$ cat config.mk
export PLATFORM = sky130hd
export DESIGN_NAME = mem_arbiter_2p
export DESIGN_NICKNAME = d
export VERILOG_FILES = /design/src/rtl/mem_arb_pkg.sv /design/src/rtl/mem_arb_pick.sv /design/src/rtl/mem_arbiter_2p.sv
export SDC_FILE = /design/constraint.sdc
export NUM_CORES = 1
export LEC_CHECK = 0
export ABC_CLOCK_PERIOD_IN_PS = 1200
export CORE_ASPECT_RATIO = 0.9
export CORE_MARGIN = 8
export CORE_UTILIZATION = 33
export CTS_BUF_LIST = sky130_fd_sc_hd__clkbuf_16
export DETAILED_ROUTE_END_ITERATION = 6
export MAX_ROUTING_LAYER = met4
export PLACE_DENSITY = 0.79
export SYNTH_ARGS = -nofsm -noshare
export SYNTH_HDL_FRONTEND = slang
export SYNTH_SLANG_ARGS = --single-unit
$ cat constraint.sdc
create_clock -name clk -period 1.2 [get_ports clk]
set_input_delay 0.12 -clock clk [delete_from_list [all_inputs] [get_ports clk]]
set_output_delay 0.12 -clock clk [all_outputs]
set_load 0.05 [all_outputs]
$ cat src/rtl/mem_arb_pkg.sv
// Shared definitions for the two-port memory arbiter: FSM encoding,
// default widths and requester index constants.
package mem_arb_pkg;

  typedef enum logic {
    ST_IDLE = 1'b0,
    ST_ACC  = 1'b1
  } arb_state_t;

  localparam int unsigned ADDR_W_DEF = 10;
  localparam int unsigned DATA_W_DEF = 8;

  localparam logic REQ0 = 1'b0;
  localparam logic REQ1 = 1'b1;

endpackage

$ cat src/rtl/mem_arb_pick.sv
// Winner selection for two requesters: a sole requester wins outright,
// a tie goes to the requester named by ptr.
module mem_arb_pick
  import mem_arb_pkg::*;
(
  input  logic req0,
  input  logic req1,
  input  logic ptr,
  output logic winner,
  output logic any
);

  always_comb begin
    any = req0 | req1;
    if (req0 && req1) begin
      winner = ptr;
    end else if (req1) begin
      winner = REQ1;
    end else begin
      winner = REQ0;
    end
  end

endmodule

$ cat src/rtl/mem_arbiter_2p.sv
// Two-requester arbiter in front of an external single-port memory with
// one-cycle registered read data. MEM_ARB_FIXED_PRIO_EN: requester 0 wins ties.
module mem_arbiter_2p
  import mem_arb_pkg::*;
#(
  parameter int unsigned ADDR_W = ADDR_W_DEF,
  parameter int unsigned DATA_W = DATA_W_DEF
) (
  input  logic              clk,
  input  logic              reset_p,
  input  logic              req0,
  input  logic              wr0,
  input  logic [ADDR_W-1:0] addr0,
  input  logic [DATA_W-1:0] wdata0,
  output logic              gnt0,
  output logic              rvalid0,
  output logic [DATA_W-1:0] rdata0,
  input  logic              req1,
  input  logic              wr1,
  input  logic [ADDR_W-1:0] addr1,
  input  logic [DATA_W-1:0] wdata1,
  output logic              gnt1,
  output logic              rvalid1,
  output logic [DATA_W-1:0] rdata1,
  output logic              mem_wr_rd,
  output logic [ADDR_W-1:0] mem_addr,
  output logic [DATA_W-1:0] mem_wdata,
  input  logic [DATA_W-1:0] mem_rdata
);

  arb_state_t        state_q, state_d;
  logic              owner_q, owner_d;
  logic              ptr_q, ptr_d;
  logic [1:0]        rvalid_q, rvalid_d;
  logic [DATA_W-1:0] rdata0_q, rdata0_d;
  logic [DATA_W-1:0] rdata1_q, rdata1_d;

  logic winner;
  logic any_req;
  logic other_req;

  mem_arb_pick u_pick (
    .req0   (req0),
    .req1   (req1),
    .ptr    (ptr_q),
    .winner (winner),
    .any    (any_req)
  );

  // State register
  always_ff @(posedge clk or posedge reset_p) begin
    if (reset_p) begin
      state_q  <= ST_IDLE;
      owner_q  <= REQ0;
      ptr_q    <= REQ0;
      rvalid_q <= '0;
      rdata0_q <= '0;
      rdata1_q <= '0;
    end else begin
      state_q  <= state_d;
      owner_q  <= owner_d;
      ptr_q    <= ptr_d;
      rvalid_q <= rvalid_d;
      rdata0_q <= rdata0_d;
      rdata1_q <= rdata1_d;
    end
  end

  // Only the non-owner's request matters during ACC; the owner's own
  // request is re-arbitrated once the FSM is back in IDLE.
  assign other_req = (owner_q == REQ1) ? req0 : req1;

  // Next-state logic
  always_comb begin
    state_d = state_q;
    owner_d = owner_q;
    ptr_d   = ptr_q;
    case (state_q)
      ST_IDLE: begin
        if (any_req) begin
          state_d = ST_ACC;
          owner_d = winner;
        end
      end
      ST_ACC: begin
        ptr_d = ~owner_q;
        if (other_req) begin
          owner_d = ~owner_q;
        end else begin
          state_d = ST_IDLE;
        end
      end
      default: state_d = ST_IDLE;
    endcase
`ifdef MEM_ARB_FIXED_PRIO_EN
    ptr_d = REQ0;
`endif
  end

  // Output logic
  always_comb begin
    gnt0      = 1'b0;
    gnt1      = 1'b0;
    mem_wr_rd = 1'b0;
    mem_addr  = '0;
    mem_wdata = '0;
    rvalid_d  = '0;
    if (state_q == ST_ACC) begin
      if (owner_q == REQ1) begin
        gnt1      = 1'b1;
        mem_wr_rd = wr1;
        mem_addr  = addr1;
        mem_wdata = wdata1;
        rvalid_d[REQ1] = ~wr1;
      end else begin
        gnt0      = 1'b1;
        mem_wr_rd = wr0;
        mem_addr  = addr0;
        mem_wdata = wdata0;
        rvalid_d[REQ0] = ~wr0;
      end
    end
  end

  // Read data passes straight from memory in the valid cycle, then is held.
  assign rvalid0  = rvalid_q[REQ0];
  assign rvalid1  = rvalid_q[REQ1];
  assign rdata0   = rvalid_q[REQ0] ? mem_rdata : rdata0_q;
  assign rdata1   = rvalid_q[REQ1] ? mem_rdata : rdata1_q;
  assign rdata0_d = rdata0;
  assign rdata1_d = rdata1;

endmodule

==> results of run 1 <==
[synthesized netlist by cell type, types with 2 or more instances]
| library cell | count |
|---|---|
| mux2_1 | 16 |
| nor2b_1 | 19 |
| inv_1 | 3 |
| buf_6 | 2 |
| nor2_1 | 5 |
| mux2i_1 | 19 |
| buf_12 | 2 |
| dfrtp_1 | 21 |
| buf_2 | 2 |
[tightest hold or removal path, cell delays in order]
cell and delay (ns):
clkdlybuf4s50_1 0.40, inv_1 0.06, buf_4 0.27
[cell families (layout without fill, tap and decap cells)]
| kind of cell | Yosys count | in the layout |
|---|---|---|
| AO/OA/AOI/OAI | 3 | 3 |
| buffers and inverters | 10 | 115 |
| AND/OR/NAND/NOR | 26 | 26 |
| flip-flops | 21 | 21 |
| multiplexers | 35 | 35 |
[through the flow]
step                      TNS (ns)  instances
after floorplan             -0.836         95
after global placement           0        227
after detailed placement    -0.196        227
after CTS                    -8.93        241
after global routing         -9.91        244
final                        -8.60        244
[per-layer routing]
layer  track usage, %  up-vias
met5                -        -
met4             2.46        0
met3             7.16        0
met2             24.5       53
met1             15.4      551
li1                 -      527
[power by group through the flow]
stage | Sequential (mW) | Combinational, mW | Clock (mW)
floorplan | 1.01 | 2.01 | 0
global placement | 1.01 | 3.03 | 0
detailed placement | 1.04 | 3.07 | 0
CTS | 1.01 | 3.55 | 0.687
global route | 1.04 | 3.86 | 0.721
finish | 1.02 | 3.73 | 0.677
[worst min path at each step]
| stage | slack [ns] | startpoint | depth (start not counted) | to |
|---|---|---|---|---|
| 2_1_floorplan | 0.1 | reset_p | 1 | owner_q |
| 3_3_place_gp | 0.46 | reset_p | 3 | rdata0_q[7] |
| 3_5_place_dp | 0.46 | ptr_q | 1 | ptr_q |
| 4_1_cts | 0.21 | reset_p | 3 | ptr_q |
| 5_1_grt | 0.26 | reset_p | 3 | rdata1_q[7] |
| 6_report | 0.23 | reset_p | 3 | rdata1_q[7] |
[sequential cells by signal, indices dropped and copies added (netlist names)]
register and flops:
rvalid_q 2, rdata1_q 8, state_q 1, owner_q 1
ptr_q 1, rdata0_q 8
[cell type report]
class,count,area [µm²],share of cell area [%]
clock buffers,3,75.1,2.60
clock inverters,1,5.00,0.173
inverters,3,11.3,0.390
multi-input cells,64,827,28.6
flip-flops and latches,21,529,18.3
well taps,44,55.1,1.90
repair buffers,108,1390,48.0
[what timing repair did]
| item | 4_1_cts | 5_1_grt |
|---|---|---|
| setup buffers | 10 | 3 |
| setup endpoints to repair | 38 | 39 |
| resized for setup | 37 | 19 |
| cloned | 0 | 1 |
==> summary.md, run 1 <==
| Metric | Value |
|---|---|
| Status | `finished, violations left` |
| Failing checks | `setup timing` |
| NumNets Final | `251` |
| Initial antenna violation count | `0` |
| GRT Residual Overflow | `0` |
| # IOs | `89` |
| # diodes | `0` |
| H-Tree Level Count | `1` |
| Buf/Inv on CP | `2` |
| CTS tree | `built` |
| Ys Warns | `0` |
| Core region area | `0.00335 mm²` |
| CTS sink count | `21` |
| Crit path time final | `1.50 ns` |
| Critical Path Start Type | `register` |
| Setup-failing EPs final | `38` |
| Vias in the first global route | `1316` |
| RSZ-0062 raised after global routing | `true` |
| Peak supply drop | `0.000785 V` |
| Synth Flop Type | `dfrtp_1` |
| Port Buf Inserts | `88` |
| Top cell type by total area after synthesis | `dfrtp_1` |
| Slew @ Worst Pin | `0.244 ns` |
| CP startpoint | `owner_q` |
| Area of the mapped netlist | `0.00115 mm²` |
| Worst EP required | `1.08 ns` |
| Layout Utilization | `86.2%` |
| Iter 0 DRT Violations | `17` |
| XOR/XNOR share of the synthesized area | `0%` |
| Slowest-stage cell, CP | `dfrtp_2` |
| Register-to-Register Setup Slack | `-0.01 ns` |
| Number of flops mapped to enable cells by yosys | `0` |
| DR vias | `1131` |
| Pint | `3.24 mW` |
| Drt drc | `0` |
| Slew headroom | `83.2%` |
| Hold-fix buffers, CTS | `0` |
| CP Max Fanout | `11` |
| Filler instances | `165` |
| Flip-flop and latch count after synthesis | `21` |
| Total track usage | `14.6%` |
| ANT nets after route | `0` |
| Site row count | `20` |
| First-pass GRT wire length | `6420 µm` |
| Net Count, Synth | `145` |
| Total chip power | `5.43 mW` |
| Commonest cells after routing, fill and taps aside | `clkdlybuf4s50_1 (49), buf_12 (25), nor2b_4 (19)` |
| Leak | `1.31 nW` |
| WS Path Type | `register to primary output` |
| Post-DP HPWL | `3370 µm` |
| Die Area | `0.00565 mm²` |
| Post-Syn Instances | `95` |
| Max-cap violation count | `0` |
| Power per Cell Area | `1880 mW/mm²` |
| Period utilization | `125%` |
| Highest clock rate | `665 MHz` |
| CP endpoint | `mem_wdata[3]` |
| Post-synth cell types | `15` |
| Synth area leaders | `dfrtp_1 (46%), mux2i_1 (16%), mux2_1 (16%)` |
| Vias per Instance | `4.64` |
| Final hold violation count | `0` |
| WHS | `0.226 ns` |
| Post-synthesis adder-cell area fraction | `0%` |
| Share of layout cells above drive strength 1 | `61.0%` |
| FF-to-FF Start | `rvalid_q[0]` |
| Path type of the worst min-delay path | `input port to asynchronous set/reset pin` |
| Final setup skew | `0.00249 ns` |
| Routed Wire Length | `4440 µm` |
| Routed wl met2 | `2260 µm` |
| Crit path largest cell delay | `0.41 ns` |
| WL/cell | `18.2 µm` |
| Height of the die | `72.1 µm` |
| Proportion of power drawn by combinational gates | `68.7%` |
| Final slew viol count | `0` |
| CTS Buf Count | `3` |
| CTS Root Cell | `clkbuf_16` |
| Leading cell type in the layout, fill and taps excluded | `clkdlybuf4s50_1` |
| Area fraction in and, or, nand and nor cells after synthesis | `12.8%` |
| R2R cell count | `4` |
| P_sw | `2.19 mW` |
| Design Area, Final | `0.00289 mm²` |
| Worst-skew pair later-pin latency | `0.25 ns` |
| Post-DP Area | `0.00247 mm²` |
| Post-synthesis mux area share | `32.1%` |
| Final WS setup | `-0.304 ns` |
| CP Cell Sequence | `clkbuf_16 > mux2i_2 > nor2b_4 > buf_12` |
| Seq/Total Area, Yosys | `45.6%` |
| GPL Wtd Cong | `0.711` |
| Worst slack at placement | `-0.0449 ns` |
| DR top layer | `met3` |
| Clock share of power | `12.5%` |
| WL met1 | `1800 µm` |
| Worst-path clk slew | `0.05 ns` |
| Initial core utilization | `34.4%` |
| Sw Ratio | `40.4%` |
| Layout area overhead | `151%` |
| Met3 Wirelength | `386 µm` |
| Pin count of the biggest net entering global routing | `23` |
| Die X | `78.3 µm` |
| Async SR Flop Fraction | `100%` |
| Sequential Power Share | `18.8%` |
| Critical Path Sink Type | `primary output` |
| Largest family of logic cells by synthesized area | `multiplexers` |
| 1st-pass router iterations | `2` |
| Stages on worst setup path | `4` |
| CTS max path bufs | `2` |
| Reg2reg end | `rdata0_q[3]` |
| Top Family by Delay on Critical Path | `flip-flops` |
| Post-synthesis compound-gate area fraction | `1.95%` |
| Syn Area/Cell | `12.1 µm²` |
| Synth top area share | `45.6%` |
| Worst EP arrival | `1.38 ns` |
Note: power is estimated with default switching activity, not from simulation.
==> run 2, diff against run 1 <==
CELL_PAD_IN_SITES_DETAIL_PLACEMENT = 0   (was not set)
CELL_PAD_IN_SITES_GLOBAL_PLACEMENT = 1   (was not set)
CORE_UTILIZATION = 24   (was 33)
GPL_ROUTABILITY_DRIVEN = 1   (was not set)
PLACE_DENSITY = not set   (was 0.79)
PLACE_DENSITY_LB_ADDON = 0.1   (was not set)
==> summary.md, run 2 (synthesized netlist as in run 1, its figures left out) <==
| Metric | Value |
|---|---|
| Critical Path Start Type | `register` |
| # diodes | `0 (unchanged)` |
| Slowest-stage cell, CP | `dfrtp_2` |
| Final WS setup | `-0.291 ns (+0.0136 ns)` |
| Post-DP HPWL | `3310 µm (-1.6%)` |
| # IOs | `89 (unchanged)` |
| Worst EP arrival | `1.37 ns (about the same)` |
| GPL Wtd Cong | `0.671 (-5.6%)` |
| Leading cell type in the layout, fill and taps excluded | `clkdlybuf4s50_1` |
| Routed wl met2 | `2110 µm (-6.9%)` |
| Total chip power | `5.40 mW (-0.49%)` |
| Top Family by Delay on Critical Path | `flip-flops` |
| GRT Residual Overflow | `0 (unchanged)` |
| Max-cap violation count | `0 (unchanged)` |
| Filler instances | `384 (+130%)` |
| Routed Wire Length | `4290 µm (-3.6%)` |
| Height of the die | `81.8 µm (+13%)` |
| CTS Root Cell | `clkbuf_16` |
| RSZ-0062 raised after global routing | `true` |
| Core region area | `0.00474 mm² (+41%)` |
| 1st-pass router iterations | `2 (unchanged)` |
| Design Area, Final | `0.00302 mm² (+4.3%)` |
| Crit path largest cell delay | `0.43 ns (+0.02 ns)` |
| Power per Cell Area | `1790 mW/mm² (-4.6%)` |
| DR top layer | `met4` |
| CTS tree | `built` |
| NumNets Final | `251 (unchanged)` |
| WS Path Type | `register to primary output` |
| Post-Route Setup TNS | `-8.78 ns (-0.181 ns)` |
| Layout area overhead | `161%` |
| Highest clock rate | `671 MHz (+0.91%)` |
| DR vias | `1131 (unchanged)` |
| Site row count | `24 (+20%)` |
| Period utilization | `124% (-1.1 points)` |
| Total track usage | `11.7% (-2.9 points)` |
| First-pass GRT wire length | `6370 µm (-0.86%)` |
| Leak | `1.32 nW (+1.1%)` |
| Final hold violation count | `0 (unchanged)` |
| Placed cell count | `247 (+8.8%)` |
| Met3 Wirelength | `397 µm (+2.8%)` |
| Setup-failing EPs final | `38 (unchanged)` |
| ANT nets after route | `0 (unchanged)` |
| Vias per Instance | `4.27 (-7.9%)` |
| Buf/Inv on CP | `2 (unchanged)` |
| Seq. cell area | `531 µm² (+0.24%)` |
| Worst slack at placement | `-0.0292 ns (+0.0157 ns)` |
| Path type of the worst min-delay path | `input port to asynchronous set/reset pin` |
| Vias in the first global route | `1351 (+2.7%)` |
| Initial core utilization | `24.3% (-10 points)` |
| Drt drc | `0 (unchanged)` |
| Commonest cells after routing, fill and taps aside | `clkdlybuf4s50_1 (49), buf_12 (26), nor2b_4 (19)` |
| Worst-path clk slew | `0.05 ns (about the same)` |
| H-Tree Level Count | `1 (unchanged)` |
| CP Max Fanout | `9 (-2)` |
| Peak supply drop | `0.000977 V (+24%)` |
| CP dominant cell by count | `buf_12` |
| Area of the multi-input gates | `921 µm² (+11%)` |
| Pin count of the biggest net entering global routing | `18 (-22%)` |
| Slew headroom | `81.9% (-1.3 points)` |
| Iter 0 DRT Violations | `10 (-7)` |
| Share of layout cells above drive strength 1 | `63.0% (+2.0 points)` |
| WL met1 | `1710 µm (-4.6%)` |
| Crit path time final | `1.49 ns (-0.0136 ns)` |
| Worst EP required | `1.08 ns (about the same)` |
| Hold-fix buffers, CTS | `0 (unchanged)` |
| Die X | `89.1 µm (+14%)` |
| Post-DP Area | `0.00249 mm² (+0.76%)` |
| Initial antenna violation count | `0 (unchanged)` |
| Final setup skew | `0.00328 ns (+0.000789 ns)` |
| Failing checks | `setup timing` |
| Post-Layout Cell Count | `265 (+8.6%)` |
| CTS max path bufs | `2 (unchanged)` |
| Final slew viol count | `0 (unchanged)` |
| Status | `finished, violations left` |
| Critical Path Sink Type | `primary output` |
| Worst-skew pair later-pin latency | `0.25 ns (about the same)` |
| CTS sink count | `21 (unchanged)` |
| CP Cell Sequence | `buf_12 > mux2i_2 > nor2b_4 > buf_12` |
| Slew @ Worst Pin | `0.271 ns (+0.0269 ns)` |
| CTS Buf Count | `3 (unchanged)` |
| Top flop regs | `rdata0_q (8), rdata1_q (8), rvalid_q (2)` |
| Die Area | `0.00728 mm² (+29%)` |
| Port Buf Inserts | `88 (unchanged)` |
| WL/cell | `16.2 µm (-11%)` |
-- run 2: cell count changes in the layout (fill, tap and decap cells not counted), sizes merged --
cell and change:
inv +1, clkinv -1
-- run 2: worst paths after layout --
kind,startpoint,to,slack (ns),depth (start not counted)
max,owner_q,mem_wdata[3],-0.29,4
min,reset_p,state_q,0.10,2
max reg2reg,owner_q,owner_q,-0.05,6
min reg2reg,ptr_q,ptr_q,0.50,1
max in group asynchronous,reset_p,rdata0_q[2],0.74,3
min in group clk,wr0,rvalid_q[0],0.49,2
-- run 2: what timing repair did --
action | 4_1_cts | 5_1_grt
setup buffers | 6 | 8
endpoints found under the setup margin | 37 | 38
gates resized for setup | 33 | 36
hold endpoints to repair | 0 | 0
cloned | 0 | 1
-- run 2: per-stage QoR --
step                      utilization (%)  hold WS (ns)
after floorplan                         -        0.0964
after global placement               52.5         0.375
after detailed placement             52.5         0.380
after CTS                            58.4         0.110
after global routing                 63.6         0.121
final                                63.6         0.100
-- run 2: where the power goes --
| group | total, mW | internal, mW | switching [mW] | leakage [nW] |
|---|---|---|---|---|
| Sequential | 1.03 | 0.932 | 0.0993 | 0.243 |
| Clock | 0.675 | 0.443 | 0.232 | 0.0423 |
| Combinational | 3.70 | 1.83 | 1.86 | 1.04 |
-- run 2: cell type report --
| class | count | area share [%] |
|---|---|---|
| timing repair buffer | 108 | 46.2 |
| multi-input combinational | 64 | 30.5 |
| sequential | 21 | 17.6 |
| tap | 65 | 2.70 |
| clock buffer | 3 | 2.49 |
| inverter | 3 | 0.373 |
| clock inverter | 1 | 0.124 |
-- run 2: metal layers --
metal	GRT usage (%)	vias up
met5	-	-
met4	4.98	0
met3	4.10	4
met2	19.1	59
met1	12.7	539
li1	-	529
==> run 3, diff against run 2 <==
CORE_MARGIN = 2   (was 8)
SYNTH_HIERARCHICAL = 1   (was not set)
==> summary.md, run 3 <==
| Metric | Value |
|---|---|
| Status | `finished, violations left` |
| Failing checks | `setup timing` |
| H-Tree Level Count | `1 (unchanged)` |
| Syn Area/Cell | `11.8 µm² (-2.7%)` |
| Share of layout cells above drive strength 1 | `54.2% (-8.8 points)` |
| CTS Buf Count | `3 (unchanged)` |
| Crit path largest cell delay | `0.41 ns (-0.02 ns)` |
| Sw Ratio | `45.5% (+4.9 points)` |
| Clock share of power | `7.3% (-5.2 points)` |
| Setup-failing EPs final | `37 (-2.6%)` |
| Port Buf Inserts | `88 (unchanged)` |
| RSZ-0062 raised after global routing | `true` |
| GPL Wtd Cong | `0.704 (+4.9%)` |
| Proportion of power drawn by combinational gates | `79.5% (+11 points)` |
| Top cell type by total area after synthesis | `dfrtp_1` |
| Top flop regs | `rdata0_q (8), rdata1_q (8), rvalid_q (2)` |
| Sequential Power Share | `13.2% (-5.9 points)` |
| Worst EP required | `1.08 ns (about the same)` |
| CP Max Fanout | `14 (+5)` |
| CP dominant cell by count | `buf_12` |
| Drt drc | `0 (unchanged)` |
| NumNets Final | `254 (+1.2%)` |
| Commonest cells after routing, fill and taps aside | `clkdlybuf4s50_1 (49), buf_12 (25), dfrtp_1 (18)` |
| Leading cell type in the layout, fill and taps excluded | `clkdlybuf4s50_1` |
| Pint | `5.02 mW (+56%)` |
| Slew @ Worst Pin | `0.257 ns (-0.0140 ns)` |
| Area of the mapped netlist | `0.00119 mm² (+3.5%)` |
| CTS tree | `built` |
| Final setup skew | `0.00323 ns (-0.0000554 ns)` |
| Routed Wire Length | `3690 µm (-14%)` |
| Design Area, Final | `0.00279 mm² (-7.6%)` |
| CTS max path bufs | `2 (unchanged)` |
| Post-synth top cells | `dfrtp_1 (21), nor2b_1 (20), mux2i_1 (19)` |
| Final slew viol count | `0 (unchanged)` |
| Post-synth cell types | `21 (+6)` |
| Iter 0 DRT Violations | `16 (+6)` |
| Flip-flop and latch count after synthesis | `21 (unchanged)` |
| CP Cell Sequence | `buf_12 > mux2i_2 > nor2b_4 > buf_12` |
| Height of the die | `70.9 µm (-13%)` |
| Number of flops mapped to enable cells by yosys | `0 (unchanged)` |
| Worst-skew pair later-pin latency | `0.25 ns (about the same)` |
| DR vias | `1125 (-0.53%)` |
| Crit path time final | `1.44 ns (-0.0513 ns)` |
| Worst-path clk slew | `0.05 ns (about the same)` |
| Slew headroom | `82.9% (+0.96 points)` |
| Peak supply drop | `0.00131 V (+34%)` |
| # IOs | `89 (unchanged)` |
| Initial core utilization | `24.8% (+0.53 points)` |
| 1st-pass router iterations | `4 (+2)` |
| Leak | `1.25 nW (-5.3%)` |
| Worst EP arrival | `1.32 ns (-0.05 ns)` |
| Vias in the first global route | `1224 (-9.4%)` |
| Die X | `78.3 µm (-12%)` |
| Ys Warns | `6 (+6)` |
| Path type of the worst min-delay path | `input port to asynchronous set/reset pin` |
| Power per Cell Area | `3310 mW/mm² (+85%)` |
| First-pass GRT wire length | `5950 µm (-6.6%)` |
| Layout area overhead | `133%` |
| Filler instances | `393 (+2.3%)` |
| Register-to-Register Setup Slack | `0.08 ns (+0.13 ns)` |
| Worst slack at placement | `-0.0300 ns (-0.000784 ns)` |
| Period utilization | `120% (-4.3 points)` |
| Site row count | `24 (unchanged)` |
| # diodes | `0 (unchanged)` |
| WS Path Type | `register to primary output` |
| P_sw | `4.20 mW (+91%)` |
| Post-Route Setup TNS | `-7.49 ns (+1.29 ns)` |
| Post-DP HPWL | `2890 µm (-13%)` |
| Most common cell in the synthesized netlist | `dfrtp_1` |
| WL/cell | `13.8 µm (-15%)` |
| Core region area | `0.00480 mm² (+1.3%)` |
| Post-DP Area | `0.00250 mm² (+0.35%)` |
| Async SR Flop Fraction | `100% (unchanged)` |
| Synth Flop Type | `dfrtp_1` |
| ANT nets after route | `0 (unchanged)` |
| Slowest-stage cell, CP | `dfrtp_2` |
| Seq/Total Area, Yosys | `44.0% (-1.5 points)` |
| Die Area | `0.00555 mm² (-24%)` |
| Critical Path Sink Type | `primary output` |
| Post-Syn Instances | `101 (+6.3%)` |
| Critical Path Start Type | `register` |
| CTS Root Cell | `clkbuf_16` |
| Total track usage | `13.9% (+2.2 points)` |
| CTS sink count | `21 (unchanged)` |
| Final hold violation count | `0 (unchanged)` |
| Max-cap violation count | `0 (unchanged)` |
| Vias per Instance | `4.20 (-1.6%)` |
| Highest clock rate | `695 MHz (+3.6%)` |
| Synth top area share | `44.0% (-1.5 points)` |
| Initial antenna violation count | `0 (unchanged)` |
| Synth area leaders | `dfrtp_1 (44%), mux2i_1 (16%), mux2_2 (15%)` |
| GRT Residual Overflow | `0 (unchanged)` |
| Pin count of the biggest net entering global routing | `22 (+4)` |
| Hold-fix buffers, CTS | `0 (unchanged)` |
| Final WS setup | `-0.239 ns (+0.0513 ns)` |
| Net Count, Synth | `151 (+4.1%)` |
run 3: path summary, 6_finish.rpt:
check | startpoint | endpoint | cells past startpoint
setup / recovery | owner_q | mem_wdata[3] | 4
hold / removal | reset_p | rdata1_q[7] | 3
setup reg to reg | rvalid_q[0] | rdata0_q[2] | 3
hold reg to reg | rdata0_q[1] | rdata0_q[1] | 1
max in group asynchronous | reset_p | rvalid_q[1] | 3
min in group clk | wr0 | rvalid_q[0] | 2
run 3: cells by family (layout without fill, tap and decap cells):
family | count (synthesis) | after routing | synth area share, %
compound gates | 6 | 6 | 3.04
buf+inv | 11 | 113 | 6.39
flops | 21 | 21 | 44.0
mux | 35 | 35 | 31.0
simple gates | 28 | 28 | 15.5
run 3: layout make-up:
type	count	area, µm²	area share (%)
repair buffers	105	1310	47.0
clock buffers	3	75.1	2.70
well taps	65	81.3	2.92
clock inverters	1	5.00	0.180
inverters	4	18.8	0.674
flip-flops and latches	21	529	19.0
multi-input cells	69	766	27.5
run 3: worst max-delay path, delay by kind of cell (launching register included):
kind / cells / cell delay [ns]
buffers and inverters: 2 / 0.32
DFF: 1 / 0.41
muxes: 1 / 0.27
and+or+nand+nor: 1 / 0.07
run 3: what timing repair did:
item	in CTS	in global routing
endpoints found under the setup margin	38	40
gates cloned	1	0
resized for setup	27	6
setup buffers	4	3
run 3: metal layers:
layer  share of wire (%)  up-vias  GRT usage (%)
met2                  59       42           26.3
met1                  37      536           15.4
li1                    -      545              -
met4                0.62        0           3.51
met3                 3.7        2           1.53
met5                   0        -              -
run 3: metrics by stage:
stage	util, %	power (mW)	std cells	hold WS (ns)
2_1_floorplan	-	5.49	101	0.0964
3_3_place_gp	52.1	7.80	256	0.472
3_5_place_dp	52.1	7.89	256	0.480
4_1_cts	57.0	9.15	265	0.210
5_1_grt	58.0	9.61	268	0.248
6_report	58.0	9.22	268	0.203
run 3: power groups by stage:
stage                     clock [mW]  combinational (mW)  sequential [mW]
after floorplan                    0                4.25             1.24
after global placement             0                6.49             1.30
after detailed placement           0                6.58             1.30
after CTS                      0.705                7.23             1.22
after global routing           0.740                7.61             1.25
final                          0.675                7.33             1.22
==> RTL edit, RTL diff (settings of run 1) <==
The package constant `DATA_W_DEF` goes from 8 to 12.
--- a/src/rtl/mem_arb_pkg.sv
+++ b/src/rtl/mem_arb_pkg.sv
@@ -8,7 +8,7 @@
   } arb_state_t;
 
   localparam int unsigned ADDR_W_DEF = 10;
-  localparam int unsigned DATA_W_DEF = 8;
+  localparam int unsigned DATA_W_DEF = 12;
 
   localparam logic REQ0 = 1'b0;
   localparam logic REQ1 = 1'b1;
Interface: changed (6 resized); port bits go from 89 to 113. The function was not compared with the original's and may differ.
==> RTL edit against run 1 <==
The flow still finishes with violations (negative setup slack). Sequential cell count rose by 8. Non-clock buffer count up 25. Fmax decreased by 3.2%. Count of clock-buffer cells in the layout up 2. Total power rose by 39%. Critical endpoint is now mem_addr[2]. Synthesized area is 31% higher. Wire length up 46%. Critical path type unchanged. Cell area up 31%. Combinational power is 34% higher. Worst setup slack got worse by 50 ps.
==> RTL edit: results (changes against run 1) <==
metric	value	unit	change
post_cts_buffers	9		was 10
syn_to_final_growth	150.2	%	was 150.5%
first_iter_violations	31		was 17
dp_slack	-117.8	ps	was -44.95 ps
ir_drop	1.088	mV	was 0.7846 mV
clk_latency	270	ps	was 250 ps
grt_max_degree	30		was 23
dr.pass1.iters	4		was 2
post-dp-hpwl	4443	um	was 3367 um
clk_share	3.613	%	was 2.771%
ctsResizeCount	54		was 37
grt_pass1_vias	1744		was 1316
numCtsBuffers	5		was 3
outcome	complete, but fails checks		unchanged
wl_met3	998	um	was 386 um
final-setup-viol-count	54		was 38
synth-compound-area-share	1.410	%	was 1.952%
io_buffers	112		was 88
layout_setup_ws	-354.3	ps	was -304.3 ps
fin_nets	314		was 251
relSlewSlack	82.41	%	was 83.24%
buffers_excl_clock	133		was 108
synth_nets	181		was 145
final-nonclk-buf-share	46.01	%	was 48.01%
htreeDepth	2		was 1
seq_share	19.46	%	was 18.31%
grt_use_met3	12.23	%	was 7.160%
critPathMaxStageDelay	430	ps	was 410 ps
routed_wl	6485	um	was 4444 um
wl_met1	2369	um	was 1796 um
wire_per_inst	20.59	um	was 18.21 um
power	0.007553	W	was 0.005428 W
violations	negative setup slack		unchanged
-- RTL edit: changes by cell type in the layout (fill, tap and decap cells not counted), moves of 6 or more --
| cell | change |
|---|---|
| clkdlybuf4s50_1 | +12 |
| buf_6 | +9 |
| dfrtp_1 | +8 |
| mux2_4 | +8 |
| buf_4 | -6 |
| buf_8 | +6 |
| mux2i_2 | -6 |
| mux2i_4 | +6 |
-- RTL edit: worst paths after layout --
check	to	from	depth (start not counted)	slack (ps)
setup / recovery	mem_addr[2]	owner_q$_DFFE_PP0P_	4	-350
max in group asynchronous	rvalid_q[1]$_DFF_PP0_	reset_p	3	830
hold reg to reg	ptr_q$_DFFE_PP0P_	ptr_q$_DFFE_PP0P_	1	490
hold / removal	rdata1_q[1]$_DFF_PP0_	reset_p	3	190
setup reg to reg	rdata0_q[3]$_DFF_PP0_	rvalid_q[0]$_DFF_PP0_	3	-10
min in group clk	rvalid_q[1]$_DFF_PP0_	wr1	2	440
